File: config.mk
export PLATFORM = sky130hd
export DESIGN_NAME = csr_file
export DESIGN_NICKNAME = d
export VERILOG_FILES = /design/src/rtl/csr_pkg.sv /design/src/rtl/csr_counter64.sv /design/src/rtl/csr_file.sv
export SDC_FILE = /design/constraint.sdc
export NUM_CORES = 1
export LEC_CHECK = 0
export CAP_MARGIN = 40
export CORE_ASPECT_RATIO = 0.8
export CORE_MARGIN = 10
export CORE_UTILIZATION = 54
export CTS_CLUSTER_DIAMETER = 100
export DETAILED_ROUTE_END_ITERATION = 6
export GPL_TIMING_DRIVEN = 0
export PLACE_DENSITY_LB_ADDON = 0.12
export SYNTH_ARGS = -nofsm -noshare
export SYNTH_HDL_FRONTEND = slang
export SYNTH_HIERARCHICAL = 1
export SYNTH_SLANG_ARGS = --single-unit
export TNS_END_PERCENT = 50
File: constraint.sdc
create_clock -name i_clk -period 14.5 [get_ports i_clk]
set_input_delay 2.175 -clock i_clk [delete_from_list [all_inputs] [get_ports i_clk]]
set_output_delay 2.175 -clock i_clk [all_outputs]
set_load 0.02 [all_outputs]
File: src/rtl/csr_pkg.sv
// rtl/csr_pkg.sv - CSR addresses, mstatus bit positions and fixed values for csr_file
package csr_pkg;

   localparam logic [11:0] CSR_MSTATUS   = 12'h300;
   localparam logic [11:0] CSR_MISA      = 12'h301;
   localparam logic [11:0] CSR_MIE       = 12'h304;
   localparam logic [11:0] CSR_MTVEC     = 12'h305;
   localparam logic [11:0] CSR_MSCRATCH  = 12'h340;
   localparam logic [11:0] CSR_MEPC      = 12'h341;
   localparam logic [11:0] CSR_MCAUSE    = 12'h342;
   localparam logic [11:0] CSR_MTVAL     = 12'h343;
   localparam logic [11:0] CSR_MHARTID   = 12'hF14;

   localparam logic [11:0] CSR_MCYCLE    = 12'hB00;
   localparam logic [11:0] CSR_MCYCLEH   = 12'hB80;
   localparam logic [11:0] CSR_MINSTRET  = 12'hB02;
   localparam logic [11:0] CSR_MINSTRETH = 12'hB82;
   localparam logic [11:0] CSR_CYCLE     = 12'hC00;
   localparam logic [11:0] CSR_CYCLEH    = 12'hC80;
   localparam logic [11:0] CSR_INSTRET   = 12'hC02;
   localparam logic [11:0] CSR_INSTRETH  = 12'hC82;

   localparam int MSTATUS_MIE    = 3;
   localparam int MSTATUS_MPIE   = 7;
   localparam int MSTATUS_MPP_LO = 11;
   localparam int MSTATUS_MPP_HI = 12;

   localparam logic [31:0] MISA_VAL    = 32'h4000_0100;
   // mtvec and mepc never hold the two low bits
   localparam logic [31:0] ALIGN4_MASK = 32'hFFFF_FFFC;

endpackage

File: src/rtl/csr_counter64.sv
// rtl/csr_counter64.sv - 64-bit free-running counter with per-half software write
module csr_counter64 (
   input  logic        i_clk,
   input  logic        i_rst,
   input  logic        i_inc,
   input  logic        i_wr_lo,
   input  logic        i_wr_hi,
   input  logic [31:0] i_wdata,
   output logic [63:0] o_count
);

   logic [63:0] r_count;

   // a software write replaces one half and suppresses that cycle's increment
   always_ff @(posedge i_clk or posedge i_rst) begin
      if (i_rst) begin
         r_count <= 64'd0;
      end else if (i_wr_lo || i_wr_hi) begin
         if (i_wr_lo) r_count[31:0]  <= i_wdata;
         if (i_wr_hi) r_count[63:32] <= i_wdata;
      end else if (i_inc) begin
         r_count <= r_count + 64'd1;
      end
   end

   assign o_count = r_count;

endmodule

File: src/rtl/csr_file.sv
// rtl/csr_file.sv - machine-mode CSR file; 64-bit counters built only with CSR_COUNTERS_EN
module csr_file
   import csr_pkg::*;
#(
   parameter logic [31:0] RESET_MTVEC = 32'h0000_0000,
   parameter logic [31:0] HART_ID     = 32'h0000_0000
) (
   input  logic        i_clk,
   input  logic        i_rst,
   input  logic [11:0] i_rd_addr,
   output logic [31:0] o_rd_data,
   output logic        o_rd_illegal,
   input  logic        i_wr_en,
   input  logic [11:0] i_wr_addr,
   input  logic [31:0] i_wr_data,
   input  logic        i_instret_inc,
   input  logic        i_trap_en,
   input  logic [31:0] i_trap_pc,
   input  logic [31:0] i_trap_cause,
   input  logic [31:0] i_trap_tval,
   input  logic        i_mret_en,
   output logic [31:0] o_mtvec_out,
   output logic [31:0] o_mepc_out,
   output logic        o_mie_global
);

   logic        r_mstatus_mie;
   logic        r_mstatus_mpie;
   logic [31:0] r_mie;
   logic [31:0] r_mtvec;
   logic [31:0] r_mscratch;
   logic [31:0] r_mepc;
   logic [31:0] r_mcause;
   logic [31:0] r_mtval;
   logic [31:0] w_mstatus;

   // later assignments win: software write, then mret, then trap
   always_ff @(posedge i_clk or posedge i_rst) begin
      if (i_rst) begin
         r_mstatus_mie  <= 1'b0;
         r_mstatus_mpie <= 1'b0;
         r_mie          <= 32'd0;
         r_mtvec        <= RESET_MTVEC & ALIGN4_MASK;
         r_mscratch     <= 32'd0;
         r_mepc         <= 32'd0;
         r_mcause       <= 32'd0;
         r_mtval        <= 32'd0;
      end else begin
         if (i_wr_en) begin
            case (i_wr_addr)
               CSR_MSTATUS: begin
                  r_mstatus_mie  <= i_wr_data[MSTATUS_MIE];
                  r_mstatus_mpie <= i_wr_data[MSTATUS_MPIE];
               end
               CSR_MIE:      r_mie      <= i_wr_data;
               CSR_MTVEC:    r_mtvec    <= i_wr_data & ALIGN4_MASK;
               CSR_MSCRATCH: r_mscratch <= i_wr_data;
               CSR_MEPC:     r_mepc     <= i_wr_data & ALIGN4_MASK;
               CSR_MCAUSE:   r_mcause   <= i_wr_data;
               CSR_MTVAL:    r_mtval    <= i_wr_data;
               default: ;
            endcase
         end
         if (i_mret_en) begin
            r_mstatus_mie  <= r_mstatus_mpie;
            r_mstatus_mpie <= 1'b1;
         end
         if (i_trap_en) begin
            r_mepc         <= i_trap_pc & ALIGN4_MASK;
            r_mcause       <= i_trap_cause;
            r_mtval        <= i_trap_tval;
            r_mstatus_mpie <= r_mstatus_mie;
            r_mstatus_mie  <= 1'b0;
         end
      end
   end

`ifdef CSR_COUNTERS_EN
   logic [63:0] w_cycle;
   logic [63:0] w_instret;

   csr_counter64 u_mcycle (
      .i_clk   (i_clk),
      .i_rst   (i_rst),
      .i_inc   (1'b1),
      .i_wr_lo (i_wr_en && (i_wr_addr == CSR_MCYCLE)),
      .i_wr_hi (i_wr_en && (i_wr_addr == CSR_MCYCLEH)),
      .i_wdata (i_wr_data),
      .o_count (w_cycle)
   );

   csr_counter64 u_minstret (
      .i_clk   (i_clk),
      .i_rst   (i_rst),
      .i_inc   (i_instret_inc),
      .i_wr_lo (i_wr_en && (i_wr_addr == CSR_MINSTRET)),
      .i_wr_hi (i_wr_en && (i_wr_addr == CSR_MINSTRETH)),
      .i_wdata (i_wr_data),
      .o_count (w_instret)
   );
`else
   logic w_unused_instret_inc;
   assign w_unused_instret_inc = i_instret_inc;
`endif

   // mstatus view: MPP hard-wired to machine mode, only MIE/MPIE live
   always_comb begin
      w_mstatus                                = 32'd0;
      w_mstatus[MSTATUS_MPP_HI:MSTATUS_MPP_LO] = 2'b11;
      w_mstatus[MSTATUS_MPIE]                  = r_mstatus_mpie;
      w_mstatus[MSTATUS_MIE]                   = r_mstatus_mie;
   end

   // combinational read port; unknown addresses read 0 and flag illegal
   always_comb begin
      o_rd_data    = 32'd0;
      o_rd_illegal = 1'b0;
      case (i_rd_addr)
         CSR_MSTATUS:  o_rd_data = w_mstatus;
         CSR_MISA:     o_rd_data = MISA_VAL;
         CSR_MIE:      o_rd_data = r_mie;
         CSR_MTVEC:    o_rd_data = r_mtvec;
         CSR_MSCRATCH: o_rd_data = r_mscratch;
         CSR_MEPC:     o_rd_data = r_mepc;
         CSR_MCAUSE:   o_rd_data = r_mcause;
         CSR_MTVAL:    o_rd_data = r_mtval;
         CSR_MHARTID:  o_rd_data = HART_ID;
`ifdef CSR_COUNTERS_EN
         CSR_MCYCLE,    CSR_CYCLE:    o_rd_data = w_cycle[31:0];
         CSR_MCYCLEH,   CSR_CYCLEH:   o_rd_data = w_cycle[63:32];
         CSR_MINSTRET,  CSR_INSTRET:  o_rd_data = w_instret[31:0];
         CSR_MINSTRETH, CSR_INSTRETH: o_rd_data = w_instret[63:32];
`endif
         default:      o_rd_illegal = 1'b1;
      endcase
   end

   assign o_mtvec_out  = r_mtvec;
   assign o_mepc_out   = r_mepc;
   assign o_mie_global = r_mstatus_mie;

endmodule

==> impl_metrics.toml, run 1 <==
[run_status]
status = "finished clean"

[sta]
finClkSkew_ps = 1.51
finalCriticalPeriod_ps = 7770
worst_pin_slew_ps = 992
slew_headroom = 0.333
rsz0062_at_grt = "false"
report.final.slew_viol_count = 0
max_freq_ghz = 0.129
finalCritPeriodShare = 0.536
setup_tns_ps = 0
hold_viol = 0
setup_viol = 0

[yosys]
yosysSeqAreaShare = 0.467
synth_cells = 873
syn_avg_cell_area_sq_um = 11.7
async_reset_ff_frac = 1.00
synth_ff_type = "dfrtp_1"
ys.warnings.count = 6
synth-edff-count = 0
synth-seq-cells = 190
synth_area_sq_mm = 0.0102
synth_cell_types = 53

[floorplan]
die_area_sq_mm = 0.0248
initial_core_util = 0.555
core_sq_mm = 0.0183
die_w_um = 173
num_rows = 44
ioPinCount = 256
die_y_um = 143

[global_route]
antenna_found_initial = 1
grt.total_usage = 0.294
overflow = 0
grt_first_pass_wirelength_mm = 56.2
grt_max_degree = 104
grt_pass1_vias = 9324

[worst_setup_path]
crit_cells = 8
critPathCaptureType = "primary output"
worstPathCellList = "clkdlybuf4s50_1 > clkbuf_1 > nand4bb_1 > clkbuf_1 > o22ai_1 > a21oi_1 > o2bb2ai_1 > clkdlybuf4s50_1"
required_ps = 12320
cp_top_family = "buffers and inverters"
cp-start-kind = "input port"
critPathMaxStageDelay_ps = 660
crit_type = "input port to primary output"
worst_ep_arrival_time_ps = 5600
cp_max_fo = 10
reg2reg_depth = 3
critPathBufInv = 4
slowest_stage = "clkdlybuf4s50_1"

[hold_path]
hold_class = "register to register"
whs_path_depth = 1

[clocking]
cts_max_path_buffers = 2
cts_tree = "yes"
postCtsHoldBufs = 0
clk_latency_ps = 440
root_buffer = "clkbuf_16"
cts_made_buffers = 17
cts-resized-gates = 0
post_cts_buffers = 0
cts.reportedPaths.clkPinSlew_ps = 70
htree_num_levels = 4
cts_sinks = 190

[route]
dr.first_iter.drc_count = 992
totalWireLength_mm = 37.3
detail_route.wl_per_cell_um = 26.5
drc = 0
viasPerCell = 6.34
dr.pass1.iters = 5
ant_nets = 0
vias = 8922

[placement]
dpl_cell_area_sq_mm = 0.0130
io_buffers = 245
routabilityCongestion = 0.918
post-dp-hpwl_mm = 26.5

[pwr]
vdd_ir_drop_max_v = 0.0000766
fin_total_pwr_mw = 1.25
power_density_mw_per_mm2 = 91.8
p_leak_nw = 5.75

[finish]
layout_commonest_cell = "clkdlybuf4s50_1"
final_net_count = 1299
fin_area_sq_mm = 0.0136
syn_to_final_growth_pct = 33.5
fillCellCount = 1340
final_cell_mix = "245 x clkdlybuf4s50_1, 190 x dfrtp_1, 90 x mux2_2"
final_layout_size_suffix_gt1_frac = 0.163

[job]
max-cap-violations = 0
## registers in the layout, indices dropped and copies added (netlist names)
name            cells
o_mepc_out         30
o_mie_global        1
o_mtvec_out        30
r_mcause           32
r_mie              32
r_mscratch         32
r_mstatus_mpie      1
r_mtval            32
## cell families (layout without fill, tap and decap cells)
group                  Yosys count  count (layout)  share of synthesized area
and+or+nand+nor                302             302                      0.189
muxes                          136             136                      0.167
other                            1               5                   0.000369
DFF                            190             190                      0.467
AOI/OAI and AO/OA              158             158                      0.131
buffers and inverters           86             364                     0.0459
## through the flow
| step | hold slack (ps) | setup WS (ps) | util | std cells |
|---|---|---|---|---|
| 3_3_place_gp | 474 | 4600 | 0.706 | 1374 |
| 6_report | 495 | 6730 | 0.741 | 1408 |
| 4_1_cts | 501 | 6830 | 0.740 | 1407 |
| 3_5_place_dp | 484 | 6830 | 0.708 | 1375 |
| 5_1_grt | 509 | 6720 | 0.741 | 1408 |
| 2_1_floorplan | 465 | 7150 | - | 876 |
## per-layer routing
| metal | global-route usage | part of all wire | wire (um) |
|---|---|---|---|
| met4 | 0.0842 | 0.021 | 772 |
| met3 | 0.0943 | 0.11 | 3990 |
| met2 | 0.474 | 0.47 | 17500 |
| met1 | 0.375 | 0.40 | 15000 |
| met5 | 0 | 0 | 0 |
## final cells by class
class | instances | area [sq um] | share of cell area
diodes | 1 | 2.50 | 0.000184
plain buffers | 83 | 455 | 0.0335
clock buffers | 19 | 433 | 0.0319
clock inverters | 13 | 154 | 0.0113
inverters | 3 | 18.8 | 0.00138
multi-input cells | 600 | 4960 | 0.365
flip-flops and latches | 190 | 4750 | 0.350
well taps | 253 | 317 | 0.0233
repair buffers | 246 | 2480 | 0.183
## worst paths after layout
kind                         startpoint        endpoint  slack (ps)
setup reg to reg           o_mie_global  r_mstatus_mpie       13510
min in group asynchronous         i_rst  o_mtvec_out[3]        2200
hold / removal                 r_mie[9]        r_mie[9]         500
max in group asynchronous         i_rst     r_mtval[15]       11330
hold reg to reg                r_mie[9]        r_mie[9]         500
setup / recovery           i_rd_addr[1]   o_rd_data[23]        6730
## Yosys cell counts (6+ instances only)
cell      instances  area share
clkbuf_1         44       0.016
a221o_1          58       0.057
buf_4             6      0.0044
nand2b_1         33       0.020
mux2i_1          23       0.023
a22oi_1           6      0.0044
dfrtp_1         190        0.47
buf_2            19      0.0093
mux2_1            6      0.0066
o211ai_1         57       0.042
nor2_1            9      0.0033
mux2_2           90        0.10
nor2b_1          42       0.026
o21ai_0           7      0.0034
mux4_2           17       0.038
buf_6            13       0.014
nand2_1          70       0.026
nor3b_1          35       0.026
and2b_1          10      0.0074
nand3b_1         61       0.045
o22ai_1           7      0.0043
nor3_1            9      0.0044
## report_power, final
part	internal, mW	switching [mW]	total [mW]
clock	0.258	0.223	0.481
sequential	0.555	0.0183	0.573
combinational	0.0988	0.0934	0.192
(Power assumes the default switching activity.)
==> inputs of run 2 (changes only) <==
--- a/config.mk
+++ b/config.mk
@@ -8,7 +8,7 @@
 export CAP_MARGIN = 40
 export CORE_ASPECT_RATIO = 0.8
 export CORE_MARGIN = 10
-export CORE_UTILIZATION = 54
+export CORE_UTILIZATION = 45
 export CTS_CLUSTER_DIAMETER = 100
 export DETAILED_ROUTE_END_ITERATION = 6
 export GPL_TIMING_DRIVEN = 0
==> constraint.sdc (replaced) <==
create_clock -name i_clk -period 6.85 [get_ports i_clk]
set_input_delay 1.0275 -clock i_clk [delete_from_list [all_inputs] [get_ports i_clk]]
set_output_delay 1.0275 -clock i_clk [all_outputs]
set_load 0.02 [all_outputs]
==> impl_metrics.toml, run 2 (synthesis gave the netlist of run 1 again) <==
[floorplan]
num_rows = 49
die_w_um = 188
die_y_um = 154
die_area_sq_mm = 0.0291
initial_core_util = 0.455
core_sq_mm = 0.0224
ioPinCount = 256

[worst_setup_path]
required_ps = 5820
critPathLaunch = "i_rd_addr[8]"
worstReg2RegEnd = "r_mstatus_mpie"
worst_ep_arrival_time_ps = 4500
cp-start-kind = "input port"
r2r-start = "o_mie_global"
critPathCaptureType = "primary output"
endpoint = "o_rd_data[1]"
cp_max_fo = 10
reg2reg_depth = 3
crit_type = "input port to primary output"
r2r_slack_ps = 5840

[route]
ant_nets = 0
drc = 0
viasPerCell = 6.05
vias = 8838
dr.pass1.iters = 6
detail_route.wl_per_cell_um = 27.1
totalWireLength_mm = 39.6
dr.first_iter.drc_count = 846

[clocking]
cts_made_buffers = 17
clk_latency_ps = 440
post_cts_buffers = 0
cts_sinks = 190
cts-resized-gates = 0
cts.reportedPaths.clkPinSlew_ps = 80
postCtsHoldBufs = 0
cts_max_path_buffers = 2
cts_tree = "yes"
root_buffer = "clkbuf_16"
htree_num_levels = 4

[sta]
hold_ws_ps = 500
hold_viol = 0
finClkSkew_ps = 0.0143
rsz0062_at_grt = "false"
worst_pin_slew_ps = 911
setup_tns_ps = 0
slew_headroom = 0.393
finalCritPeriodShare = 0.808
max_freq_ghz = 0.181
report.final.slew_viol_count = 0
finalCriticalPeriod_ps = 5530
setup_viol = 0

[pwr]
fin_total_pwr_mw = 2.62
combPwrFrac = 0.157
p_switching_mw = 0.735
switching_share = 0.281
clockPowerShare = 0.380
power_frac_seq = 0.463
power_density_mw_per_mm2 = 192
p_leak_nw = 5.75
p_int_mw = 1.88
vdd_ir_drop_max_v = 0.000166

[placement]
routabilityCongestion = 0.890
io_buffers = 245
post-dp-hpwl_mm = 27.9

[global_route]
antenna_found_initial = 1
grt_first_pass_wirelength_mm = 59.0
grt.total_usage = 0.269
grt_pass1_vias = 9169
overflow = 0
grt_max_degree = 105

[job]
max-cap-violations = 0

[finish]
final_cell_mix = "245 x clkdlybuf4s50_1, 190 x dfrtp_1, 90 x mux2_2"
final_layout_size_suffix_gt1_frac = 0.165
final_net_count = 1300
fillCellCount = 1898
syn_to_final_growth_pct = 34.1
layout_commonest_cell = "clkdlybuf4s50_1"

[run_status]
status = "finished clean"

[hold_path]
hold_class = "register to register"
[run 2: cell types whose count changed in the layout (fill, tap and decap cells not counted)]
cell	previous run	this run
buf_6	13	14
clkinv_4	1	4
clkinv_2	2	0
inv_8	1	4
clkinvlp_4	2	3
inv_6	5	2
bufinv_16	2	0
clkbuf_1	46	44
clkbuf_8	0	2
[run 2: final cells by class]
| cell class | instances | area (sq um) | area share |
|---|---|---|---|
| antenna | 1 | 2.50 | 0.000183 |
| inverter | 3 | 18.8 | 0.00138 |
| clock inverter | 13 | 125 | 0.00917 |
| tap | 306 | 383 | 0.0281 |
| clock buffer | 19 | 453 | 0.0332 |
| multi-input combinational | 600 | 4960 | 0.364 |
| timing repair buffer | 247 | 2490 | 0.183 |
| sequential | 190 | 4750 | 0.348 |
| buffer | 83 | 455 | 0.0334 |
[run 2: worst min path at each step]
stage	startpoint	end	depth (start not counted)
floorplan	r_mie[10]	r_mie[10]	1
global placement	r_mie[26]	r_mie[26]	1
detailed placement	r_mie[24]	r_mie[24]	1
CTS	r_mie[24]	r_mie[24]	1
global route	r_mscratch[3]	r_mscratch[3]	1
finish	r_mie[25]	r_mie[25]	1
[run 2: critical path, cell delays in order]
cell	delay, ps
clkdlybuf4s50_1	470
or4bb_1	630
or3b_1	410
clkbuf_1	400
clkbuf_1	450
nor3_1	300
a221o_1	140
clkdlybuf4s50_1	660
[run 2: power groups by stage]
stage	clock network [mW]	logic [mW]	registers, mW
finish	0.994	0.411	1.21
global route	1.04	0.441	1.22
CTS	0.996	0.409	1.21
detailed placement	0	0.407	1.23
global placement	0	0.400	1.23
floorplan	0	0.180	1.24
[run 2: metrics by stage]
stage	setup slack (ps)	instances	utilization	cell area (sq um)
after global routing	1270	1461	0.610	13600
final	1320	1462	0.610	13600
after CTS	1310	1460	0.609	13600
after global placement	-2140	1427	0.582	13000
after detailed placement	1320	1428	0.583	13100
after floorplan	652	876	-	10200
[run 2: layer usage]
metal,GRT usage,wire length (um),vias to the layer above
li1,-,-,3830
met1,0.363,17100,4488
met2,0.402,17600,454
met3,0.0796,3690,66
met4,0.0954,1200,0
met5,0,0,-
==> inputs of run 3 (changes only) <==
--- a/config.mk
+++ b/config.mk
@@ -8,7 +8,7 @@
 export CAP_MARGIN = 40
 export CORE_ASPECT_RATIO = 0.8
 export CORE_MARGIN = 10
-export CORE_UTILIZATION = 45
+export CORE_UTILIZATION = 50
 export CTS_CLUSTER_DIAMETER = 100
 export DETAILED_ROUTE_END_ITERATION = 6
 export GPL_TIMING_DRIVEN = 0
==> constraint.sdc (replaced) <==
create_clock -name i_clk -period 5.4 [get_ports i_clk]
set_input_delay 0.81 -clock i_clk [delete_from_list [all_inputs] [get_ports i_clk]]
set_output_delay 0.81 -clock i_clk [all_outputs]
set_load 0.02 [all_outputs]
==> impl_metrics.toml, run 3 (synthesis gave the netlist of run 1 again) <==
[pwr]
switching_share = 0.267
p_switching_mw = 0.893
power_density_mw_per_mm2 = 245
combPwrFrac = 0.156
p_leak_nw = 5.79
clockPowerShare = 0.384
p_int_mw = 2.45
power_frac_seq = 0.459
vdd_ir_drop_max_v = 0.000157

[clocking]
cts_made_buffers = 17
root_buffer = "clkbuf_16"
htree_num_levels = 4
post_cts_buffers = 0
clk_latency_ps = 440
cts_sinks = 190
cts.reportedPaths.clkPinSlew_ps = 70
cts_max_path_buffers = 2
cts-resized-gates = 0
cts_tree = "yes"
postCtsHoldBufs = 0

[finish]
syn_to_final_growth_pct = 34.4
fillCellCount = 1564
antenna_cells = 0
fin_area_sq_mm = 0.0137
register_area_sq_mm = 0.00475
final_cell_mix = "245 x clkdlybuf4s50_1, 190 x dfrtp_1, 90 x mux2_2"
final_core_util = 0.687
final_net_count = 1304
layout_commonest_cell = "clkdlybuf4s50_1"
final_layout_size_suffix_gt1_frac = 0.167
multiInputGateArea_sq_mm = 0.00496

[sta]
setup_tns_ps = 0
rsz0062_at_grt = "false"
hold_viol = 0
report.final.slew_viol_count = 0
worst_pin_slew_ps = 972
setup_viol = 0
finClkSkew_ps = 0.622
max_freq_ghz = 0.198
setup_ws_ps = 351
finalCritPeriodShare = 0.935
finalCriticalPeriod_ps = 5050
slew_headroom = 0.347

[worst_setup_path]
required_ps = 4590
reg2reg_depth = 2
cp-start-kind = "input port"
cp_max_fo = 10
critPathCaptureType = "primary output"
crit_type = "input port to primary output"
worst_ep_arrival_time_ps = 4240

[placement]
post-dp-hpwl_mm = 27.1
dpl_cell_area_sq_mm = 0.0131
routabilityCongestion = 0.883
io_buffers = 245
pre_cts_slack_ps = 437

[floorplan]
num_rows = 46
die_y_um = 148
die_area_sq_mm = 0.0265
die_w_um = 179
core_sq_mm = 0.0199
ioPinCount = 256
initial_core_util = 0.511

[hold_path]
hold_class = "register to register"
whs_path_depth = 1

[route]
ant_nets = 0
viasPerCell = 6.22
detail_route.wl_per_cell_um = 26.6
totalWireLength_mm = 37.8
dr.first_iter.drc_count = 854
vias = 8840
drc = 0
dr.pass1.iters = 5

[global_route]
grt.total_usage = 0.276
grt_pass1_vias = 9062
overflow = 0
grt_first_pass_wirelength_mm = 56.6
antenna_found_initial = 0
grt_max_degree = 37

[run_status]
status = "finished clean"

[job]
max-cap-violations = 0
-- run 3: worst paths after layout --
path | from | endpoint | slack (ps)
max in group asynchronous | i_rst | r_mie[13] | 3650
setup reg to reg | o_mepc_out[30] | o_mepc_out[30] | 4410
hold reg to reg | r_mie[25] | r_mie[25] | 500
setup / recovery | i_rd_addr[1] | o_rd_data[19] | 350
min in group asynchronous | i_rst | r_mie[3] | 600
hold / removal | r_mie[25] | r_mie[25] | 500
-- run 3: final cells by class --
type                            count  area share
Buffer                             83      0.0333
Tap cell                          264      0.0242
Clock buffer                       18      0.0314
Sequential cell                   190       0.348
Multi-Input combinational cell    600       0.363
Timing Repair Buffer              251       0.188
Clock inverter                     13      0.0113
Inverter                            3     0.00110
-- run 3: power by group through the flow --
stage	clock, mW	combinational [mW]	sequential (mW)
final	1.29	0.523	1.54
after floorplan	0	0.229	1.57
after global placement	0	0.502	1.56
after CTS	1.29	0.522	1.53
after global routing	1.36	0.560	1.54
after detailed placement	0	0.519	1.56
-- run 3: metrics by stage --
step                      hold WS, ps  power, mW  std cells
after global routing              515       3.46       1422
after CTS                         500       3.35       1422
after floorplan                   465       1.80        876
after global placement            474       2.06       1385
after detailed placement          484       2.08       1391
final                             499       3.35       1422
-- run 3: critical path: stages --
cell and delay [ps]:
clkdlybuf4s50_1 610, clkbuf_1 640, clkbuf_1 730, mux4_2 400, nor2b_1 160, a221o_1 310
clkdlybuf4s50_1 540
-- run 3: layer usage --
| metal | vias to the layer above | share of wire | GRT usage |
|---|---|---|---|
| li1 | 3840 | - | - |
| met1 | 4451 | 0.43 | 0.372 |
| met4 | 0 | 0.016 | 0.0788 |
| met3 | 39 | 0.097 | 0.0776 |
| met2 | 510 | 0.46 | 0.426 |
| met5 | - | 0 | 0 |
